==> config.mk <==
export PLATFORM = sky130hd
export DESIGN_NAME = sseg_scan_mux
export DESIGN_NICKNAME = d
export VERILOG_FILES = /design/src/rtl/sseg_scan_mux.sv
export SDC_FILE = /design/constraint.sdc
export NUM_CORES = 1
export LEC_CHECK = 0
export BUFFER_PORTS_ARGS = -buffer_cell sky130_fd_sc_hd__buf_4
export CAP_MARGIN = 20
export CORE_UTILIZATION = 45
export CTS_CLUSTER_SIZE = 10
export DETAILED_ROUTE_END_ITERATION = 10
export GPL_TIMING_DRIVEN = 0
export PLACE_DENSITY = 0.71
export SLEW_MARGIN = 25
export SYNTH_ARGS = -nofsm -noshare
export SYNTH_HDL_FRONTEND = slang
export SYNTH_SLANG_ARGS = --single-unit
==> constraint.sdc <==
create_clock -name clk -period 3.2 [get_ports clk]
set_input_delay 0.16 -clock clk [delete_from_list [all_inputs] [get_ports clk]]
set_output_delay 0.16 -clock clk [all_outputs]
set_load 0.05 [all_outputs]
==> src/rtl/sseg_scan_mux.sv <==
// Multiplexed 7-seg scan driver with dead time and per-frame digit snapshot.
// Optional LEADING_ZERO_BLANK_EN blanks leading all-zero digits.
package sseg_pkg;
    typedef struct packed {
        logic [3:0] digito;
        logic       dp;
    } BCDnumber_t;
endpackage

module sseg_scan_mux
    import sseg_pkg::*;
#(
    parameter int N_DIGITS       = 4,
    parameter int REFRESH_DIV    = 100000,
    parameter int DEAD_CYCLES    = 16,
    parameter bit AN_ACTIVE_HIGH = 1'b0
) (
    input  logic                         clk,
    input  logic                         reset_n,
    input  logic                         en,
    input  BCDnumber_t [N_DIGITS-1:0]    digits,
    output BCDnumber_t                   hex,
    output logic       [N_DIGITS-1:0]    an,
    output logic                         frame_tick
);

    localparam int CW = $clog2(REFRESH_DIV);
    localparam int IW = $clog2(N_DIGITS);
    localparam logic [CW-1:0] DEAD_LAST = CW'(DEAD_CYCLES - 1);
    localparam logic [CW-1:0] SLOT_LAST = CW'(REFRESH_DIV - 1);
    localparam logic [IW-1:0] IDX_LAST  = IW'(N_DIGITS - 1);
    localparam logic [N_DIGITS-1:0] AN_OFF =
        AN_ACTIVE_HIGH ? {N_DIGITS{1'b0}} : {N_DIGITS{1'b1}};

    if (N_DIGITS < 2 || N_DIGITS > 8) begin : g_bad_n
        $error("sseg_scan_mux: N_DIGITS must be 2..8");
    end
    if (DEAD_CYCLES < 1) begin : g_bad_dead
        $error("sseg_scan_mux: DEAD_CYCLES must be >= 1");
    end
    if (REFRESH_DIV < DEAD_CYCLES + 2) begin : g_bad_div
        $error("sseg_scan_mux: REFRESH_DIV must be >= DEAD_CYCLES+2");
    end

    typedef enum logic [1:0] {IDLE, DEAD, DRIVE} state_t;

    state_t                     state_q, state_d;
    logic [IW-1:0]              idx_q, idx_d;
    logic [CW-1:0]              cnt_q, cnt_d;
    BCDnumber_t [N_DIGITS-1:0]  shadow_q, shadow_d;
    BCDnumber_t                 hex_d;
    logic [N_DIGITS-1:0]        an_d, sel, drive_sel;
    logic                       tick_d, frame_start, blank;

`ifdef LEADING_ZERO_BLANK_EN
    // Blank when no digit at or above idx carries anything visible.
    logic nz;
    always_comb begin
        nz = 1'b0;
        for (int i = 0; i < N_DIGITS; i++) begin
            if (i >= int'(idx_q) &&
                (shadow_q[i].digito != 4'd0 || shadow_q[i].dp))
                nz = 1'b1;
        end
        blank = (idx_q != '0) && !nz;
    end
`else
    assign blank = 1'b0;
`endif

    always_comb begin
        drive_sel        = '0;
        drive_sel[idx_q] = !blank;
    end

    always_comb begin
        state_d     = state_q;
        idx_d       = idx_q;
        cnt_d       = cnt_q;
        shadow_d    = shadow_q;
        hex_d       = hex;
        sel         = '0;
        tick_d      = 1'b0;
        frame_start = 1'b0;
        if (!en) begin
            state_d = IDLE;
            idx_d   = '0;
            cnt_d   = '0;
        end else begin
            unique case (state_q)
                IDLE: begin
                    state_d     = DEAD;
                    idx_d       = '0;
                    cnt_d       = '0;
                    frame_start = 1'b1;
                end
                DEAD: begin
                    cnt_d = cnt_q + CW'(1);
                    if (cnt_q == DEAD_LAST) begin
                        state_d = DRIVE;
                        sel     = drive_sel;
                    end
                end
                DRIVE: begin
                    if (cnt_q == SLOT_LAST) begin
                        state_d = DEAD;
                        cnt_d   = '0;
                        if (idx_q == IDX_LAST) begin
                            idx_d       = '0;
                            frame_start = 1'b1;
                        end else begin
                            idx_d = idx_q + IW'(1);
                            hex_d = shadow_q[idx_d];
                        end
                    end else begin
                        cnt_d = cnt_q + CW'(1);
                        sel   = drive_sel;
                    end
                end
                default: state_d = IDLE;
            endcase
        end
        if (frame_start) begin
            shadow_d = digits;
            hex_d    = digits[0];
            tick_d   = 1'b1;
        end
        an_d = AN_ACTIVE_HIGH ? sel : ~sel;
    end

    always_ff @(posedge clk or negedge reset_n) begin
        if (!reset_n) begin
            state_q    <= IDLE;
            idx_q      <= '0;
            cnt_q      <= '0;
            shadow_q   <= '0;
            hex        <= '0;
            an         <= AN_OFF;
            frame_tick <= 1'b0;
        end else begin
            state_q    <= state_d;
            idx_q      <= idx_d;
            cnt_q      <= cnt_d;
            shadow_q   <= shadow_d;
            hex        <= hex_d;
            an         <= an_d;
            frame_tick <= tick_d;
        end
    end

endmodule

==> results.json <==
{
  "run_status": "complete, no violations",
  "grt_first_pass_wirelength_um": 9000,
  "warnings_synthesis": 0,
  "die_h_um": 79.4,
  "cpMaxStageDelayCell": "sky130_fd_sc_hd__or4_4",
  "grt.total_usage_pct": 18.5,
  "synth-seq-area-share_pct": 47.5,
  "critical_path.startpoint": "cnt_q[11]$_DFFE_PN0P_",
  "irDropWorstVdd_uv": 431,
  "cellLeakagePower_nw": 1.35,
  "num_antenna_cells": 0,
  "worst_slew_margin_rel_pct": 57.6,
  "worst_path_largest_cell_delay_ns": 0.56,
  "floorplan.die.width_um": 79.4,
  "drc": 0,
  "leading_cell_type_in_the_layout_fill_and_taps_excluded": "sky130_fd_sc_hd__dfrtp_1",
  "critical_path.n_buffers_inverters": 2,
  "hp-class": "input port to flip-flop",
  "path_cells": "or4_4 -> or4_4 -> nor3_4 -> a21boi_4 -> inv_4 -> buf_12 -> mux2_4",
  "core_region_um2": 5640,
  "cp_common_cell": "sky130_fd_sc_hd__or4_4",
  "filler_cell_count": 483,
  "syn_area_per_cell_um2": 11.3,
  "numCtsBuffers": 5,
  "max-cap-violations": 0,
  "path_class": "flip-flop to flip-flop",
  "routabilityCongestion": 0.785,
  "worst_setup_path_end_kind": "flip-flop",
  "top_reg_cell_synth": "sky130_fd_sc_hd__dfrtp_1",
  "clockRootBuffer": "sky130_fd_sc_hd__clkbuf_8",
  "fin_crit_share_pct": 85.8,
  "synth-async-reset-ratio_pct": 100,
  "synth_nets": 271,
  "wl_um": 5260,
  "path_delay_family": "simple AND/OR/NAND/NOR gates",
  "number_of_synthesized_flops_with_an_enable_pin": 0,
  "grt_start_max_net_pins": 52,
  "area.growth.synth_to_final_pct": 16.2,
  "hold_violations": 0,
  "ios": 33,
  "tritoncts": "built",
  "port-buffer-count": 32,
  "number_of_global_route_vias_before_repair": 1870,
  "drive_above_1_share_pct": 28.5,
  "timing.critical_path.arrival_ns": 2.94,
  "grt_antenna_before_repair": 0,
  "floorplan.rows": 27,
  "worstMarginPinSlew_ns": 0.636,
  "power_density_nw_per_um2": 697,
  "setup_viol_count_final": 0,
  "vias_per_cell": 5.51,
  "cts.repair_timing.setup_buffer_count": 0,
  "final.min_clock_period_ns": 2.75,
  "layout_common_cells": "sky130_fd_sc_hd__dfrtp_1 (47), sky130_fd_sc_hd__nand2_1 (38), sky130_fd_sc_hd__buf_4 (33), sky130_fd_sc_hd__mux2_4 (19), sky130_fd_sc_hd__nand3_1 (12)",
  "maxClockFrequency_mhz": 364,
  "worst_ep_required_time_ns": 3.39,
  "unrepaired_setup_endpoints_after_global_routing": "no",
  "holdCritStartpoint": "digits[19]",
  "critical_path.reg2reg.startpoint": "cnt_q[11]$_DFFE_PN0P_",
  "dr.first_iter.drc_count": 115,
  "slew_viols_final": 0,
  "initial_util_pct": 47.8,
  "routed_wire_length_per_instance_um": 14.9,
  "setup.worst_path.start_class": "flip-flop",
  "synthDistinctLibCells": 44,
  "dp_hpwl_um": 3760,
  "ctsLongestPathBuffers": 2,
  "fin_worst_skew_ns": 0.00886,
  "setup_tns_ns": 0,
  "grt-ovfl-total": 0,
  "critPathMaxFanout": 10,
  "num_vias": 1944,
  "route.antenna.remaining_nets": 0,
  "total_power_w": 0.00218,
  "syn_inst": 239,
  "cts_max_level": 2,
  "fp.dieArea_um2": 6310,
  "finish.net_count": 312,
  "numClockSinks": 51,
  "synth-seq-cells": 51,
  "clk_latency_ns": 0.30,
  "synth.cell_area_um2": 2700,
  "number_of_detailed_routing_iterations_run_before_antenna_repair": 4,
  "clkTransAtPathRegs_ns": 0.09
}
-- logic make-up (layout without fill, tap and decap cells) --
group	after synthesis	after routing	synth area share [%]
fa+ha+maj	9	9	4.17
mux	27	27	15.9
xor+xnor	2	2	0.649
simple gates	94	94	18.1
flops	51	51	47.5
compound gates	39	39	9.83
buf+inv	17	59	3.80
-- final cells by class --
cell class                      instances  area, um^2  area share (%)
Buffer                                 10        73.8            2.36
Clock buffer                            6        72.6            2.32
Clock inverter                          2        12.5           0.399
Inverter                                7        28.8           0.918
Multi-Input combinational cell        171        1320            42.1
Sequential cell                        51        1280            40.9
Tap cell                               72        90.1            2.87
Timing Repair Buffer                   34         255            8.14
-- flip-flops by register name, summed over array words and instances, names as in the netlist --
| signal | count |
|---|---|
| an | 4 |
| cnt_q | 17 |
| frame_tick | 1 |
| hex | 5 |
| idx_q | 2 |
| shadow_q | 20 |
| state_q | 2 |
-- cell usage after synthesis (all sizes together) (3+ instances only) --
master    n  area [um^2]
nor2      9         33.8
dfrtp    47         1180
nor3      5         36.3
mux2     20          297
inv       7         28.8
and3      3         18.8
or4       5         45.0
nand2    38          143
dfstp     4          105
o22ai     5         31.3
nand4     5         31.3
ha        9          113
buf       3         47.6
a21oi     5         25.0
nand3    12         60.1
clkbuf    7         26.3
mux4      5          113
a2bb2oi   5         43.8
o21ai    11         55.1
or3       5         31.3
-- metal layers --
metal	GRT usage [%]	routed length, um	vias to the layer above
li1	-	-	951
met1	26.8	2640	952
met2	28.2	2400	36
met3	4.46	181	5
met4	3.82	34	0
met5	0	0	-
-- worst paths after layout --
kind | cells past startpoint | end | slack [ns]
max | 7 | shadow_q[6]$_DFFE_PN0P_ | 0.45
min | 2 | shadow_q[19]$_DFFE_PN0P_ | 0.08
max reg2reg | 7 | shadow_q[6]$_DFFE_PN0P_ | 0.45
min reg2reg | 1 | shadow_q[16]$_DFFE_PN0P_ | 0.51
max in group asynchronous | 2 | shadow_q[12]$_DFFE_PN0P_ | 2.35
min in group asynchronous | 2 | shadow_q[6]$_DFFE_PN0P_ | 0.43
-- stage by stage --
step	instance area, um^2	instances	setup WS, ns	util, %	hold slack [ns]
final	3130	353	0.454	55.6	0.0755
after global routing	3130	353	0.376	55.6	0.0592
after CTS	3130	353	0.477	55.6	0.0768
after detailed placement	3040	344	0.496	53.9	0.231
after global placement	3030	343	0.146	53.7	0.230
after floorplan	2700	239	0.663	-	-0.136
-- where the power goes --
part           switching [W]  internal (W)  total [W]
registers           0.000109      0.000826   0.000935
clock network       0.000213      0.000153   0.000367
logic               0.000431      0.000451   0.000882
total               0.000754       0.00143    0.00218
-- repair_timing --
item                       4_1_cts  5_1_grt
resized for setup                0        0
hold buffers                     1        0
setup endpoints to repair        0        0
hold endpoints to repair        47        0
No activity file was read; power rests on OpenSTA's default activity.
